`config.mk`:
```
export PLATFORM = sky130hd
export DESIGN_NAME = pay_ctrl
export DESIGN_NICKNAME = d
export VERILOG_FILES = /design/src/rtl/vm_pkg.sv /design/src/rtl/pay_ctrl_tick_gen.sv /design/src/rtl/pay_ctrl.sv
export SDC_FILE = /design/constraint.sdc
export NUM_CORES = 1
export LEC_CHECK = 0
export BUFFER_PORTS_ARGS = -buffer_cell sky130_fd_sc_hd__buf_2
export CORE_MARGIN = 8
export CORE_UTILIZATION = 64
export DETAILED_ROUTE_END_ITERATION = 10
export PLACE_DENSITY_LB_ADDON = 0.3
export SYNTH_ARGS = -nofsm -noshare
export SYNTH_HDL_FRONTEND = slang
export SYNTH_SLANG_ARGS = --single-unit
```
`constraint.sdc`:
```
create_clock -name clk -period 7.4 [get_ports clk]
set_input_delay 1.48 -clock clk [delete_from_list [all_inputs] [get_ports clk]]
set_output_delay 1.48 -clock clk [all_outputs]
set_load 0.01 [all_outputs]
```
`src/rtl/vm_pkg.sv`:
```
// vm_pkg: shared constants for the vending-machine payment stage.
package vm_pkg;
    localparam int MONEY_W_D = 10;
    localparam logic [1:0] PAY_IDLE      = 2'd0;
    localparam logic [1:0] PAY_COLLECT   = 2'd1;
    localparam logic [1:0] PAY_OK_HOLD   = 2'd2;
    localparam logic [1:0] PAY_FAIL_HOLD = 2'd3;
    localparam int COIN1_V  = 1;
    localparam int COIN5_V  = 5;
    localparam int COIN10_V = 10;
endpackage

```
`src/rtl/pay_ctrl_tick_gen.sv`:
```
// tick_gen: TICK_DIV prescaler with synchronous restart and one-cycle tick.
// The cycle in which restart is asserted counts as the first prescaler cycle.
module tick_gen #(
    parameter int TICK_DIV = 4
) (
    input  logic clk,
    input  logic rst,
    input  logic i_restart,
    output logic o_tick
);
    localparam int W = $clog2(TICK_DIV + 1);
    logic [W-1:0] r_cnt;
    assign o_tick = (r_cnt == W'(TICK_DIV - 1));
    always_ff @(posedge clk or posedge rst) begin
        if (rst) r_cnt <= '0;
        else r_cnt <= i_restart ? W'(TICK_DIV > 1 ? 1 : 0) : o_tick ? '0 : r_cnt + 1'b1;
    end
endmodule

```
`src/rtl/pay_ctrl.sv`:
```
// pay_ctrl: coin accumulation, timeout, result pulses and change/refund for the payment stage.
module pay_ctrl
    import vm_pkg::*;
#(
    parameter int TICK_DIV    = 100_000_000,
    parameter int PAY_TIMEOUT = 30,
    parameter int MSG_HOLD    = 3,
    parameter int MONEY_W     = MONEY_W_D
) (
    input  logic               clk,
    input  logic               rst,
    input  logic               pay_start,
    input  logic               pay_abort,
    input  logic [7:0]         price,
    input  logic [2:0]         amount,
    input  logic               coin_1,
    input  logic               coin_5,
    input  logic               coin_10,
    input  logic               cancel,
    output logic [MONEY_W-1:0] paid,
    output logic [MONEY_W-1:0] due,
    output logic [MONEY_W-1:0] change,
    output logic               pay_ok,
    output logic               pay_fail,
    output logic               finish,
    output logic               busy
);
    localparam logic [MONEY_W-1:0] MAXV = '1;
    logic [1:0]         r_state, w_next;
    logic [MONEY_W-1:0] r_paid, r_due, r_change, w_due, w_new;
    logic [MONEY_W:0]   w_sum;
    logic [10:0]        w_prod;
    logic [7:0]         r_ticks;
    logic               r_entry, r_ok, r_fail, r_finish;
    logic               w_coin, w_tick, w_tick_v, w_restart, w_ok, w_timeout, w_hold_done;

    assign w_prod = 11'(price) * 11'(amount);
    assign w_due  = (w_prod > 11'(MAXV)) ? MAXV : MONEY_W'(w_prod);
    assign w_sum  = (MONEY_W+1)'(r_paid) + (MONEY_W+1)'(coin_1 ? COIN1_V : 0)
                  + (MONEY_W+1)'(coin_5 ? COIN5_V : 0) + (MONEY_W+1)'(coin_10 ? COIN10_V : 0);
    assign w_new  = (w_sum > (MONEY_W+1)'(MAXV)) ? MAXV : w_sum[MONEY_W-1:0];
    assign w_coin = coin_1 | coin_5 | coin_10;
    assign w_ok   = (w_new >= r_due);
    // Restart counts from the first cycle of a new state, or from the coin cycle itself.
    assign w_restart   = r_entry | ((r_state == PAY_COLLECT) & w_coin);
    assign w_tick_v    = w_tick & ~w_restart;
    assign w_timeout   = w_tick_v & (r_ticks == 8'(PAY_TIMEOUT - 1));
    assign w_hold_done = w_tick_v & (r_ticks == 8'(MSG_HOLD - 1));

    always_comb begin
        w_next = r_state;
        if (r_state == PAY_IDLE)
            w_next = pay_start ? ((w_due == '0) ? PAY_FAIL_HOLD : PAY_COLLECT) : PAY_IDLE;
        else if (pay_abort)
            w_next = PAY_IDLE;
        else if (r_state == PAY_COLLECT)
            w_next = w_ok ? PAY_OK_HOLD : (cancel | w_timeout) ? PAY_FAIL_HOLD : PAY_COLLECT;
        else if (w_hold_done)
            w_next = PAY_IDLE;
    end

    tick_gen #(.TICK_DIV(TICK_DIV)) u_tick (
        .clk      (clk),
        .rst      (rst),
        .i_restart(w_restart),
        .o_tick   (w_tick)
    );

    always_ff @(posedge clk or posedge rst) begin
        if (rst) begin
            r_state  <= PAY_IDLE;
            r_paid   <= '0;
            r_due    <= '0;
            r_change <= '0;
            r_ticks  <= '0;
            r_entry  <= 1'b0;
            r_ok     <= 1'b0;
            r_fail   <= 1'b0;
            r_finish <= 1'b0;
        end else begin
            r_state  <= w_next;
            r_entry  <= (w_next != r_state);
            r_ok     <= 1'b0;
            r_fail   <= 1'b0;
            r_finish <= 1'b0;
            r_ticks  <= w_restart ? '0 : w_tick ? r_ticks + 1'b1 : r_ticks;
            case (r_state)
                PAY_IDLE: if (pay_start) begin
                    r_due    <= w_due;
                    r_paid   <= '0;
                    r_change <= '0;
                    r_fail   <= (w_due == '0);
                end
                PAY_COLLECT: if (pay_abort) begin
                    r_paid <= '0;
                    r_due  <= '0;
                end else begin
                    r_paid <= w_new;
                    if (w_ok) begin
                        r_ok     <= 1'b1;
                        r_change <= w_new - r_due;
                    end else if (w_next == PAY_FAIL_HOLD) begin
                        r_fail   <= 1'b1;
                        r_change <= w_new;
                    end
                end
                default: r_finish <= w_hold_done & ~pay_abort;
            endcase
        end
    end

    assign paid     = r_paid;
    assign due      = r_due;
    assign change   = r_change;
    assign pay_ok   = r_ok;
    assign pay_fail = r_fail;
    assign finish   = r_finish;
    assign busy     = (r_state != PAY_IDLE);
endmodule

```
# Word-level counts from Yosys, hierarchy flattened
# Index checks and enable logic that the tools add are counted.
dict set report classes {
  eq_ne 10
  n_addsub 6
  n_reduce_logical 9
  order_cmp 3
  n_bitwise 11
  n_mux 36
  multipliers 1
}
# cell count
set op_table {}
lappend op_table {{$mux W10} 9}
lappend op_table {{$pmux W10 S2} 3}
lappend op_table {{$mux W27} 2}
lappend op_table {{$add A27 B1 Y27 const B} 1}
lappend op_table {{$eq A27 B27 Y1 const B} 1}
lappend op_table {{$gt A11 B10 Y1 const B} 2}
lappend op_table {{$mux W2} 8}
lappend op_table {{$mux W8} 2}
lappend op_table {{$add A10 B1 Y11} 1}
lappend op_table {{$add A11 B3 Y11} 1}
lappend op_table {{$add A11 B4 Y11} 1}
lappend op_table {{$mul A8 B3 Y11} 1}
lappend op_table {{$ge A10 B10 Y1} 1}
lappend op_table {{$logic_not A10 Y1} 1}
lappend op_table {{$sub A10 B10 Y10} 1}
lappend op_table {{$mux W1} 9}
lappend op_table {{$add A8 B1 Y8 const B} 1}
lappend op_table {{$eq A8 B2 Y1 const B} 1}
lappend op_table {{$eq A8 B5 Y1 const B} 1}
lappend op_table {{$ne A2 B2 Y1 const B} 3}
lappend op_table {{$reduce_bool A2 Y1} 3}
lappend op_table {{$and A1 B1 Y1} 5}
lappend op_table {{$mux W4} 1}
lappend op_table {{$or A1 B1 Y1} 4}
lappend op_table {{12 further kinds} 13}
dict set report word_totals {
  inputBits 19
  wordCells 86
  out_inout_bits 34
  reg_bits 71
}

# Logic depth before layout (Yosys ltp)
# Gate-level depths: netlist (run 1).
dict set report logic_depth {
  depth_word 18
  depth_mapped 17
  mapped_depth_nobuf 14
}

# Cells and area by module
# Synthesis (run 1) repeated with hierarchy kept, for this count alone.
dict set report unflattened {
  hier_cells 540
  area_unflattened_um2 4862.2
}
# module cells_per_inst seq_area_each_um2 instances area_each_um2
set by_module_without_submodules {}
lappend by_module_without_submodules {pay_ctrl 386 1101.1 1 3402.0}
lappend by_module_without_submodules {tick_gen 154 675.6 1 1460.2}

# Least setup slack after synthesis (run 1)
# No wires, ideal clock.
dict set report synth_path {
  path_type {in2reg}
  start {input coin_1}
  end {register r_change[1] (netlist: change[1])}
  t_arrival_ns 4.901
  setup_time_ns 0.140
  slack_ns 2.360
  stages 15
  required_time_ns 7.260
  n_path_buf 3
  path_cell_list {fa_1 -> fa_1 -> nand3_1 -> a211o_1 -> clkbuf_1 -> and4_1 -> nor2_1 -> ha_1 -> nand4_1 -> o31a_1 -> a31oi_1 -> buf_2 -> buf_2 -> mux2i_1 -> o31ai_1}
}
dict set report synth_between {
  elab_chain_cells 16
  word_cells_on_any_way 30
  classes_between {add/sub: 4; order compare: 2; eq/ne: 2; mux: 12; bitwise: 9; reduce/logical: 1}
}
# item line_no
set synth_rtl {}
lappend synth_rtl {{start, declared} pay_ctrl.sv:16} ;# input logic coin_1,
lappend synth_rtl {{branches (longest 16 deep; another with $add A10 B1 Y11)} --}
lappend synth_rtl {{end signal, assigned} pay_ctrl.sv:101} ;# r_change <= w_new - r_due;
lappend synth_rtl {{end signal, assigned} pay_ctrl.sv:104} ;# r_change <= w_new;
lappend synth_rtl {{end, declared} pay_ctrl.sv:30} ;# logic [MONEY_W-1:0] r_paid, r_due, r_change, w_due, w_new;
# Several ways; the timed one is not identified. The select of a mux whose other input is x is not followed.
# A chain may end at the register's enable or synchronous reset.

# Final worst setup path (run 1)
dict set report layout_path {
  start {input coin_1}
  end {register r_change[9] (netlist: change[9])}
}
# The elaborated chain is that of the path after synthesis.

==> results of run 1 <==
registers in the layout, indices dropped and copies added, names as in the netlist:
| signal | cells |
|---|---|
| r_ticks | 8 |
| finish | 1 |
| pay_ok | 1 |
| change | 10 |
| due | 10 |
| r_state | 2 |
| paid | 10 |
| r_entry | 1 |
| u_tick.r_cnt | 27 |
| pay_fail | 1 |
where the power goes:
group	internal (W)	switching (W)
sequential	0.000457	0.0000678
combinational	0.000362	0.000582
clock	0.000192	0.000160
total	0.00101	0.000810
synth_stat cells, types with 7 or more instances:
library cell and n:
xor2_1 25, nor2_1 51, dfrtp_1 71, fa_1 10, xnor2_1 18, o21ai_0 17, nand3_1 20, a22o_1 10
nand2_1 60, a21o_1 12, and3_1 9, clkbuf_1 8, nor2b_1 7, ha_1 28, nand4_1 12, inv_1 36
nor3_1 11, a21oi_1 27, mux2i_1 7
cells by family (layout without fill, tap and decap cells):
kind of cell	Yosys count	after routing	share of synthesized area, %
compound gates	107	107	15.4
flops	71	71	37.0
fa+ha+maj	38	38	11.5
xor+xnor	43	43	7.85
mux	8	8	1.70
simple gates	211	211	21.9
buf+inv	50	106	4.62
critical path: cells and delay by family:
family | cells | cell delay (ns)
AOI/OAI and AO/OA | 5 | 1.43
and+or+nand+nor | 3 | 0.56
adders and majority gates | 4 | 1.51
buffers and inverters | 3 | 0.40
muxes | 1 | 0.29
cells in the final DEF (no fill, tap or decap), drive strengths merged, types with 5 or more instances in the layout:
| master | n |
|---|---|
| dfrtp | 71 |
| nand2 | 60 |
| buf | 54 |
| nor2 | 54 |
| inv | 38 |
| ha | 28 |
| a21oi | 27 |
| xor2 | 25 |
| nand3 | 20 |
| xnor2 | 18 |
| o21ai | 17 |
| a21o | 12 |
| nand4 | 12 |
| nor3 | 12 |
| a22o | 10 |
| fa | 10 |
| and3 | 10 |
| clkbuf | 10 |
| nor2b | 7 |
| mux2i | 7 |
| and2 | 7 |
| o31ai | 6 |
| nand2b | 5 |
| or3 | 5 |
metrics by stage:
step,cells,power [W],area [µm²],setup slack [ns]
2_1_floorplan,528,0.00122,4800,2.36
3_3_place_gp,667,0.00144,5110,1.84
3_5_place_dp,667,0.00146,5110,1.60
4_1_cts,683,0.00182,5340,1.96
5_1_grt,683,0.00194,5340,1.64
6_report,683,0.00182,5340,1.95
path summary, 6_finish.rpt:
check / end / startpoint
max in group asynchronous: u_tick.r_cnt[18] / rst
worst min register to register: change[4] / change[4]
worst max register to register: change[9] / paid[0]
worst max-delay path: change[9] / coin_1
min in group asynchronous: u_tick.r_cnt[4] / rst
worst min-delay path: change[4] / change[4]
cell type report:
cell class / count / area [µm²]
flip-flops and latches: 71 / 1780
inverters: 36 / 135
clock inverters: 6 / 92.6
fillers: 562 / 1920
multi-input cells: 407 / 2800
clock buffers: 10 / 128
well taps: 99 / 124
repair buffers: 54 / 275
layer usage:
layer  GRT usage, %  vias up
li1               -     1958
met1           29.2     1945
met2           38.3      143
met3           3.98       17
met4           6.66        0
met5              0        -
==> out/results.txt, run 1 <==
CP max stage cell - o41ai_4
Postcts setup bufs - 0
First-pass GRT wire length - 18.9 mm
IO Pins - 53
Max cap viols - 0
Total gr overflow - 0
Final period utilization - 73.7%
Worst path most repeated cell - fa_1
CP startpoint kind - primary input
Area delta synth->final - 11.2%
Max Clk Rate - 183 MHz
Leakage Power - 2.58 nW
Worst-path maximum fanout - 21
Post-synth EDFFs - 0
DR iter-0 viols - 224
Clock-pin slew on the worst setup and hold paths - 0.08 ns
CTS tree - done
Max Slew Vio Count - 0
Synth unique cells - 59
Final design utilization - 73.6%
Synth area leaders - dfrtp_1, ha_1, nand2_1, xor2_1, fa_1
Die width - 103 µm
Setup Viol. Count Final - 0
Antenna violations before repair - 0
Initial core utilization - 66.1%
WL final - 11.2 mm
Fraction of layout cells with a size suffix above 1 - 14.0%
Core area - 0.00725 mm²
RSZ-0062 raised after global routing - no
Worst setup EP type - flip-flop
Worst-Margin Slew - 1.00 ns
Syn Inst Count - 528
Fin crit period - 5.45 ns
Syn nets - 585
# nets final - 636
Largest net degree at the start of global routing - 72
Rows - 31
Setup Skew - 0.00895 ns
Synth warnings - 0
Via density - 5.95
Final Hold Violating Endpoints - 0
# DRC - 0
WP data required - 7.63 ns
Pwr Density - 341 mW/mm²
Drt wl/cell - 16.5 µm
Vias in the first global route - 4045
GRT Overall Usage - 22.7%
Clock Tree Root - clkbuf_8
Post-DP HPWL - 8.43 mm
Cell Area, Synth - 0.00480 mm²
PortBufs - 52
Die ar. - 0.0105 mm²
Post-synth top area share - 37.0%
Hold Path Class - flip-flop to flip-flop
Via count - 4063
Clock sink count - 71
VDD IR max - 0.147 mV
FF+latch count, synth - 71
Worst Hold Depth - 2
Cell taking the most area after synthesis - dfrtp_1
CTS Buffer Depth - 2
Worst-Skew Late Latency - 0.36 ns
CTS Buf Count - 9
Highest routed metal layer - met4
Critical path class - primary input to flip-flop
Pre-antenna DRT Iters - 6
Hold-fix buffers, CTS - 0
Routability Congestion - 0.937
Worst Reg-to-Reg Cells - 15
Mean Syn Cell Area - 9.08 µm²
Wire length on met1 - 4.88 mm
Worst Hold Margin - 0.498 ns
H-tree depth - 3
Post-CTS sizing - 0
Outcome - finished, final reports clean
Slowest stage delay, CP - 0.76 ns
Sequential-to-total area share from yosys stat - 37.0%
Die Ht - 103 µm
Most used flip-flop cell after synthesis - dfrtp_1
WP data arrival - 5.68 ns
CP Cell Sequence - buf_2 -> fa_1 -> fa_1 -> nand3_1 -> a211o_1 -> nor2b_1 -> ha_1 -> inv_1 -> fa_1 -> nand3_1 -> a21o_1 -> a31oi_2 -> buf_4 -> o41ai_4 -> mux2i_1 -> o21ai_0
Total Neg Setup Slack - 0 ns
Metal3 WL - 773 µm
Rel. slew slack - 32.4%
Diode count - 0
Async SR Flop Fraction - 100%
Worst reg2reg setup slack - 2.82 ns
Remaining antenna violation count - 0
Total length of routed met2 wires - 5.44 mm
Power figures use the tool's default switching activity.
==> run 2, diff against run 1 <==
CORE_UTILIZATION = 60   (was 64)
clock period = 5.7 ns   (was 7.4 ns; I/O delays follow)
==> run 2 against run 1 <==
- register-to-register slack worse by 1.3 ns
- first-iteration DRC count down 8.5%
- count of clock-buffer cells in the layout rose by 1
- routed wire length decreased by 1.0%
- hold slack lost 0.0032 ns
==> out/results.txt, run 2 (synthesis results as in run 1) <==
Outcome - finished, final reports clean
Max Clk Rate - 214 MHz
CP startpoint kind - primary input
Via density - 5.86 (-1.5%)
Drt wl/cell - 16.2 µm (-1.7%)
Worst Hold Depth - 2 (unchanged)
Clock-pin slew on the worst setup and hold paths - 0.07 ns (about the same)
Most common cell after layout, fill and taps aside - dfrtp_1
Remaining antenna violation count - 0 (unchanged)
Core area - 0.00773 mm² (+6.5%)
Postcts setup bufs - 0 (unchanged)
Max cap viols - 0 (unchanged)
Fraction of layout cells with a size suffix above 1 - 14.3% (+0.29 points)
Hold EP - change[6]
Register area - 0.00178 mm² (unchanged)
Slowest stage delay, CP - 0.47 ns (-0.29 ns)
Worst path most repeated cell - fa_1
Worst r2r src - paid[0]
WL final - 11.1 mm (-1.0%)
Pre-antenna DRT Iters - 6 (unchanged)
Final Hold Violating Endpoints - 0 (unchanged)
Hold Path Class - flip-flop to flip-flop
Total Neg Setup Slack - 0 ns (unchanged)
WP data required - 5.96 ns (-1.67 ns)
CTS Buf Count - 9 (unchanged)
Worst-Margin Slew - 1.01 ns (+0.0103 ns)
Hold-fix buffers, CTS - 0 (unchanged)
CP max stage cell - fa_1
Worst Reg-to-Reg Cells - 15 (unchanged)
Rows - 32 (+3.2%)
Worst-path maximum fanout - 15 (-29%)
Pwr Density - 438 mW/mm² (+28%)
Diode count - 0 (unchanged)
Setup Viol. Count Final - 0 (unchanged)
Total gr overflow - 0 (unchanged)
CP Cell Sequence - buf_2 -> fa_1 -> fa_1 -> nand3_1 -> a211o_1 -> nor2b_1 -> ha_1 -> inv_1 -> fa_1 -> nand3_1 -> a21o_1 -> a31oi_2 -> buf_4 -> a2111oi_0 -> mux2i_1 -> o21ai_0
Clock Tree Root - clkbuf_8
VDD IR max - 0.213 mV (+45%)
H-tree depth - 3 (unchanged)
PortBufs - 52 (unchanged)
Worst setup EP type - flip-flop
Worst reg2reg setup slack - 1.56 ns (-1.26 ns)
WP data arrival - 4.95 ns (-0.73 ns)
Worst-Skew Late Latency - 0.35 ns (about the same)
Final period utilization - 82.2%
Area delta synth->final - 11.7%
Critical path class - primary input to flip-flop
Largest net degree at the start of global routing - 72 (unchanged)
Max Slew Vio Count - 0 (unchanged)
Area after DPL - 0.00513 mm² (+0.37%)
CTS tree - done
Leakage Power - 2.59 nW (+0.62%)
Fill count - 625 (+11%)
# nets final - 638 (+0.31%)
Worst Min Path Start - change[6]
IO Pins - 53 (unchanged)
Reg with most FFs - u_tick.r_cnt
Die width - 105 µm (+2.8%)
Die ar. - 0.0111 mm² (+5.6%)
Post-CTS sizing - 0 (unchanged)
Max reg flops - 27 (unchanged)
Routability Congestion - 0.929 (-0.89%)
Vias in the first global route - 4054 (+0.22%)
DR iter-0 viols - 205 (-8.5%)
Setup Skew - 0.00983 ns (+0.000884 ns)
Via count - 4031 (-0.79%)
Post-DP HPWL - 8.56 mm (+1.6%)
Pwr Total - 0.00235 W (+29%)
RR Endpoint - change[9]
# DRC - 0 (unchanged)
Initial core utilization - 62.1% (-4.1 points)
Commonest cells after routing, fill and taps aside - dfrtp_1, nand2_1, buf_2, nor2_1, inv_1
GRT Overall Usage - 20.8% (-1.9 points)
Die Ht - 105 µm (+2.8%)
Multi-input gate area - 0.00280 mm² (unchanged)
Post-route cell area - 0.00536 mm² (+0.40%)
Rel. slew slack - 31.9% (-0.53 points)
RSZ-0062 raised after global routing - no
CTS Buffer Depth - 2 (unchanged)
Antenna violations before repair - 0 (unchanged)
Clock sink count - 71 (unchanged)
First-pass GRT wire length - 19.2 mm (+1.5%)
Fin crit period - 4.68 ns
==> run 2: cell types whose count changed in the layout (fill, tap and decap cells not counted) <==
cell	change
buf_4	+2
inv_6	-2
clkbuf_8	+1
clkinv_2	+1
clkinv_4	+1
clkinvlp_4	-1
==> run 2: final cells by class <==
class	count	area share [%]
clock inverters	5	1.52
inverters	36	2.52
multi-input cells	407	52.3
flip-flops and latches	71	33.2
clock buffers	11	2.64
well taps	102	2.38
repair buffers	56	5.42
==> run 2: layer usage <==
| layer | global-route usage [%] | routed length, µm | up-vias |
|---|---|---|---|
| met5 | 0 | 0 | - |
| met2 | 34.5 | 5310 | 123 |
| met4 | 8.56 | 240 | 0 |
| met3 | 4.32 | 615 | 23 |
| met1 | 25.9 | 4970 | 1924 |
| li1 | - | - | 1961 |
==> run 2: worst max path at each step <==
stage,slack (ns),depth (start not counted),start,to
final,1.02,16,coin_1,change[9]
after global routing,0.70,16,coin_1,change[9]
after CTS,1.04,15,coin_1,change[9]
after detailed placement,0.68,15,coin_1,change[9]
after global placement,0.80,15,coin_1,change[9]
after floorplan,1.0,15,coin_1,change[1]
==> run 2: metrics by stage <==
stage / setup WS [ns] / std cells / utilization (%) / hold slack [ns]
floorplan: 1.00 / 528 / - / 0.498
global placement: 0.796 / 672 / 66.4 / 0.475
detailed placement: 0.682 / 672 / 66.4 / 0.478
CTS: 1.04 / 688 / 69.3 / 0.494
global route: 0.705 / 688 / 69.3 / 0.513
finish: 1.02 / 688 / 69.3 / 0.494
==> run 2: worst max-delay path, delay by kind of cell <==
family	cells	cell delay [ns]
simple gates	3	0.58
compound gates	5	1.18
buf+inv	3	0.43
mux	1	0.12
fa+ha+maj	4	1.51
==> run 2: power by group <==
part	total, W	leakage [nW]	switching [W]	internal, W
Combinational	0.00121	1.52	0.000741	0.000473
Clock	0.000451	0.110	0.000193	0.000259
Sequential	0.000683	0.964	0.0000887	0.000594
==> run 3, diff against run 2 <==
ABC_AREA = 1   (was not set)
clock period = 4.63 ns   (was 5.7 ns; I/O delays follow)
==> run 3 against run 2 <==
- sequential share of layout area shrank 2.6 points
- global-route usage grew 1.5 points
- sequential power rose by 18%
- routed wire length is 14% higher
- clock power rose by 12%
- non-clock buffer count up 1
- via count rose by 22%
- critical path depth rose by 6
==> out/results.txt, run 3 <==
First-pass GRT wire length - 21.5 mm (+12%)
P_sw - 0.00136 W (+33%)
Remaining antenna violation count - 0 (unchanged)
Diode count - 0 (unchanged)
Buf/Inv on CP - 1 (-2)
Hold Path Class - flip-flop to flip-flop
Synth area leaders - dfrtp_1, nand2_1, inv_1, ha_1, nor2_1
Area delta synth->final - 11.2%
Async SR Flop Fraction - 100% (unchanged)
Clock power frac - 17.7% (-1.5 points)
WP data required - 4.88 ns (-1.08 ns)
Most common cell after layout, fill and taps aside - nand2_1
Worst setup EP type - flip-flop
Most used flip-flop cell after synthesis - dfrtp_1
Seq pwr share - 28.1% (-1.0 points)
Max cap viols - 0 (unchanged)
Max Clk Rate - 231 MHz
Leakage Power - 2.97 nW (+15%)
Post-synth top area share - 34.0% (-3.1 points)
Clock sink count - 71 (unchanged)
Pre-antenna DRT Iters - 7 (+1)
Antenna violations before repair - 0 (unchanged)
Post-CTS sizing - 0 (unchanged)
# nets final - 821 (+29%)
GRT Overall Usage - 22.4% (+1.5 points)
Power share of the combinational group - 54.2% (+2.5 points)
Post-DP HPWL - 10.1 mm (+18%)
Hold-fix buffers, CTS - 0 (unchanged)
Initial core utilization - 60.8% (-1.2 points)
Core area - 0.00859 mm² (+11%)
Register area - 0.00178 mm² (unchanged)
Rows - 34 (+6.3%)
CP startpoint kind - primary input
Total Neg Setup Slack - 0 ns (unchanged)
VDD IR max - 0.432 mV (+100%)
CTS Buf Count - 9 (unchanged)
Top cells by instance count after synthesis - nand2_1, inv_1, dfrtp_1
CTS Buffer Depth - 2 (unchanged)
Clock Tree Root - clkbuf_8
Critical path class - primary input to flip-flop
IO Pins - 53 (unchanged)
Vias in the first global route - 4832 (+19%)
Fill count - 761 (+22%)
Routability Congestion - 0.914 (-1.5%)
Fraction of layout cells with a size suffix above 1 - 15.6% (+1.3 points)
CP max stage cell - fa_1
Die Ht - 109 µm (+3.7%)
Syn nets - 762 (+30%)
RSZ-0062 raised after global routing - no
Synth unique cells - 41 (-31%)
Sequential-to-total area share from yosys stat - 34.0% (-3.1 points)
Worst-Skew Late Latency - 0.36 ns (about the same)
Synth warnings - 0 (unchanged)
Die width - 109 µm (+3.7%)
Final design utilization - 67.7% (-1.6 points)
Multi-input gate area - 0.00298 mm² (+6.3%)
Rel. slew slack - 29.7% (-2.2 points)
Pwr Density - 493 mW/mm² (+13%)
WL final - 12.7 mm (+14%)
Total gr overflow - 0 (unchanged)
Clock-pin slew on the worst setup and hold paths - 0.08 ns (about the same)
Via count - 4921 (+22%)
DR iter-0 viols - 344 (+68%)
Worst path most repeated cell - nand2_1
Placed cell count - 861 (+28%)
Largest net degree at the start of global routing - 50 (-31%)
Mean Syn Cell Area - 7.41 µm² (-18%)
Die ar. - 0.0120 mm² (+7.6%)
Stages on worst setup path - 22 (+6)
Reg with most FFs - u_tick.r_cnt
PortBufs - 52 (unchanged)
Setup Skew - 0.0152 ns (+0.00536 ns)
Worst Hold Depth - 2 (unchanged)
Most common cell in the netlist - nand2_1
Max reg flops - 27 (unchanged)
Internal power - 0.00151 W (+14%)
FF+latch count, synth - 71 (unchanged)
Syn Inst Count - 705 (+34%)
Drt wl/cell - 14.5 µm (-10%)
Fin crit period - 4.32 ns
Post-route cell area - 0.00582 mm² (+8.6%)
Cell taking the most area after synthesis - dfrtp_1
Via density - 5.61 (-4.2%)
Finished Layout Cells - 877 (+27%)
Cell Area, Synth - 0.00523 mm² (+9.0%)
Final period utilization - 93.3%
# DRC - 0 (unchanged)
Final Hold Violating Endpoints - 0 (unchanged)
Largest delay share family, worst path - simple AND/OR/NAND/NOR gates
Worst-path maximum fanout - 11 (-4)
Switching part of the total - 47.5% (+3.9 points)
Worst Reg-to-Reg Cells - 21 (+6)
Max Slew Vio Count - 0 (unchanged)
Worst-Margin Slew - 1.05 ns (+0.0383 ns)
Post-synth EDFFs - 0 (unchanged)
Slowest stage delay, CP - 0.47 ns (about the same)
WP data arrival - 4.57 ns (-0.38 ns)
CP Cell Sequence - buf_2 -> fa_1 -> fa_1 -> nand3_1 -> nand2_1 -> nand2_1 -> nor2_1 -> nand3_1 -> o21ai_0 -> ha_1 -> nand2_1 -> nor2_1 -> nand3_1 -> nand4_4 -> nand2_1 -> nand4_1 -> nand2_2 -> nand2_4 -> nand2_4 -> nand2_4 -> nand2_1 -> nand2_1
CTS tree - done
Outcome - finished, final reports clean
Commonest cells after routing, fill and taps aside - nand2_1, inv_1, dfrtp_1, nor2_1, buf_2
Pwr Total - 0.00287 W (+22%)
H-tree depth - 3 (unchanged)
Area after DPL - 0.00561 mm² (+9.2%)
Setup Viol. Count Final - 0 (unchanged)
Postcts setup bufs - 0 (unchanged)
run 3: through the flow:
step | setup slack [ns] | hold slack, ns
after floorplan | 0.464 | 0.461
after detailed placement | -0.0224 | 0.458
final | 0.308 | 0.474
after CTS | 0.361 | 0.475
after global routing | 0.0102 | 0.495
after global placement | 0.166 | 0.452
run 3: final timing paths:
path                       startpoint    endpoint  slack, ns
max                            coin_1   change[3]       0.31
min                         change[6]   change[6]       0.47
max reg2reg                   paid[0]   change[3]       0.60
min reg2reg                 change[6]   change[6]       0.47
max in group asynchronous         rst  r_ticks[7]       2.89
min in group asynchronous         rst      pay_ok       0.82
run 3: logic make-up after synthesis:
group | Yosys count | synth area share (%)
DFF | 71 | 34.0
xor gates and xnor gates | 15 | 2.51
and+or+nand+nor | 357 | 32.9
adders and majority gates | 38 | 10.5
buffers and inverters | 123 | 9.24
AOI/OAI and AO/OA | 101 | 10.8
run 3: cell type report:
cell class / instances / share of cell area, %
clock inverter: 6 / 1.20
inverter: 114 / 7.36
timing repair buffer: 57 / 5.12
tap: 108 / 2.32
multi-input combinational: 511 / 51.2
clock buffer: 10 / 2.19
sequential: 71 / 30.6
run 3: metal layers:
layer / GRT usage [%] / part of all wire [%]
met2: 36.8 / 48
met1: 28.7 / 44
met3: 3.81 / 5.5
met5: 0 / 0
met4: 9.06 / 1.8
run 3: worst min-delay path, delay by kind of cell, from the launching register on:
kind	cells	cell delay [ns]
simple gates	2	0.10
flops	1	0.34
run 3: power by group through the flow:
stage	logic, W	registers (W)	clock network [W]
5_1_grt	0.00173	0.000817	0.000545
3_5_place_dp	0.00152	0.000814	0
3_3_place_gp	0.00150	0.000813	0
6_report	0.00156	0.000805	0.000507
4_1_cts	0.00153	0.000803	0.000516
2_1_floorplan	0.00110	0.000838	0
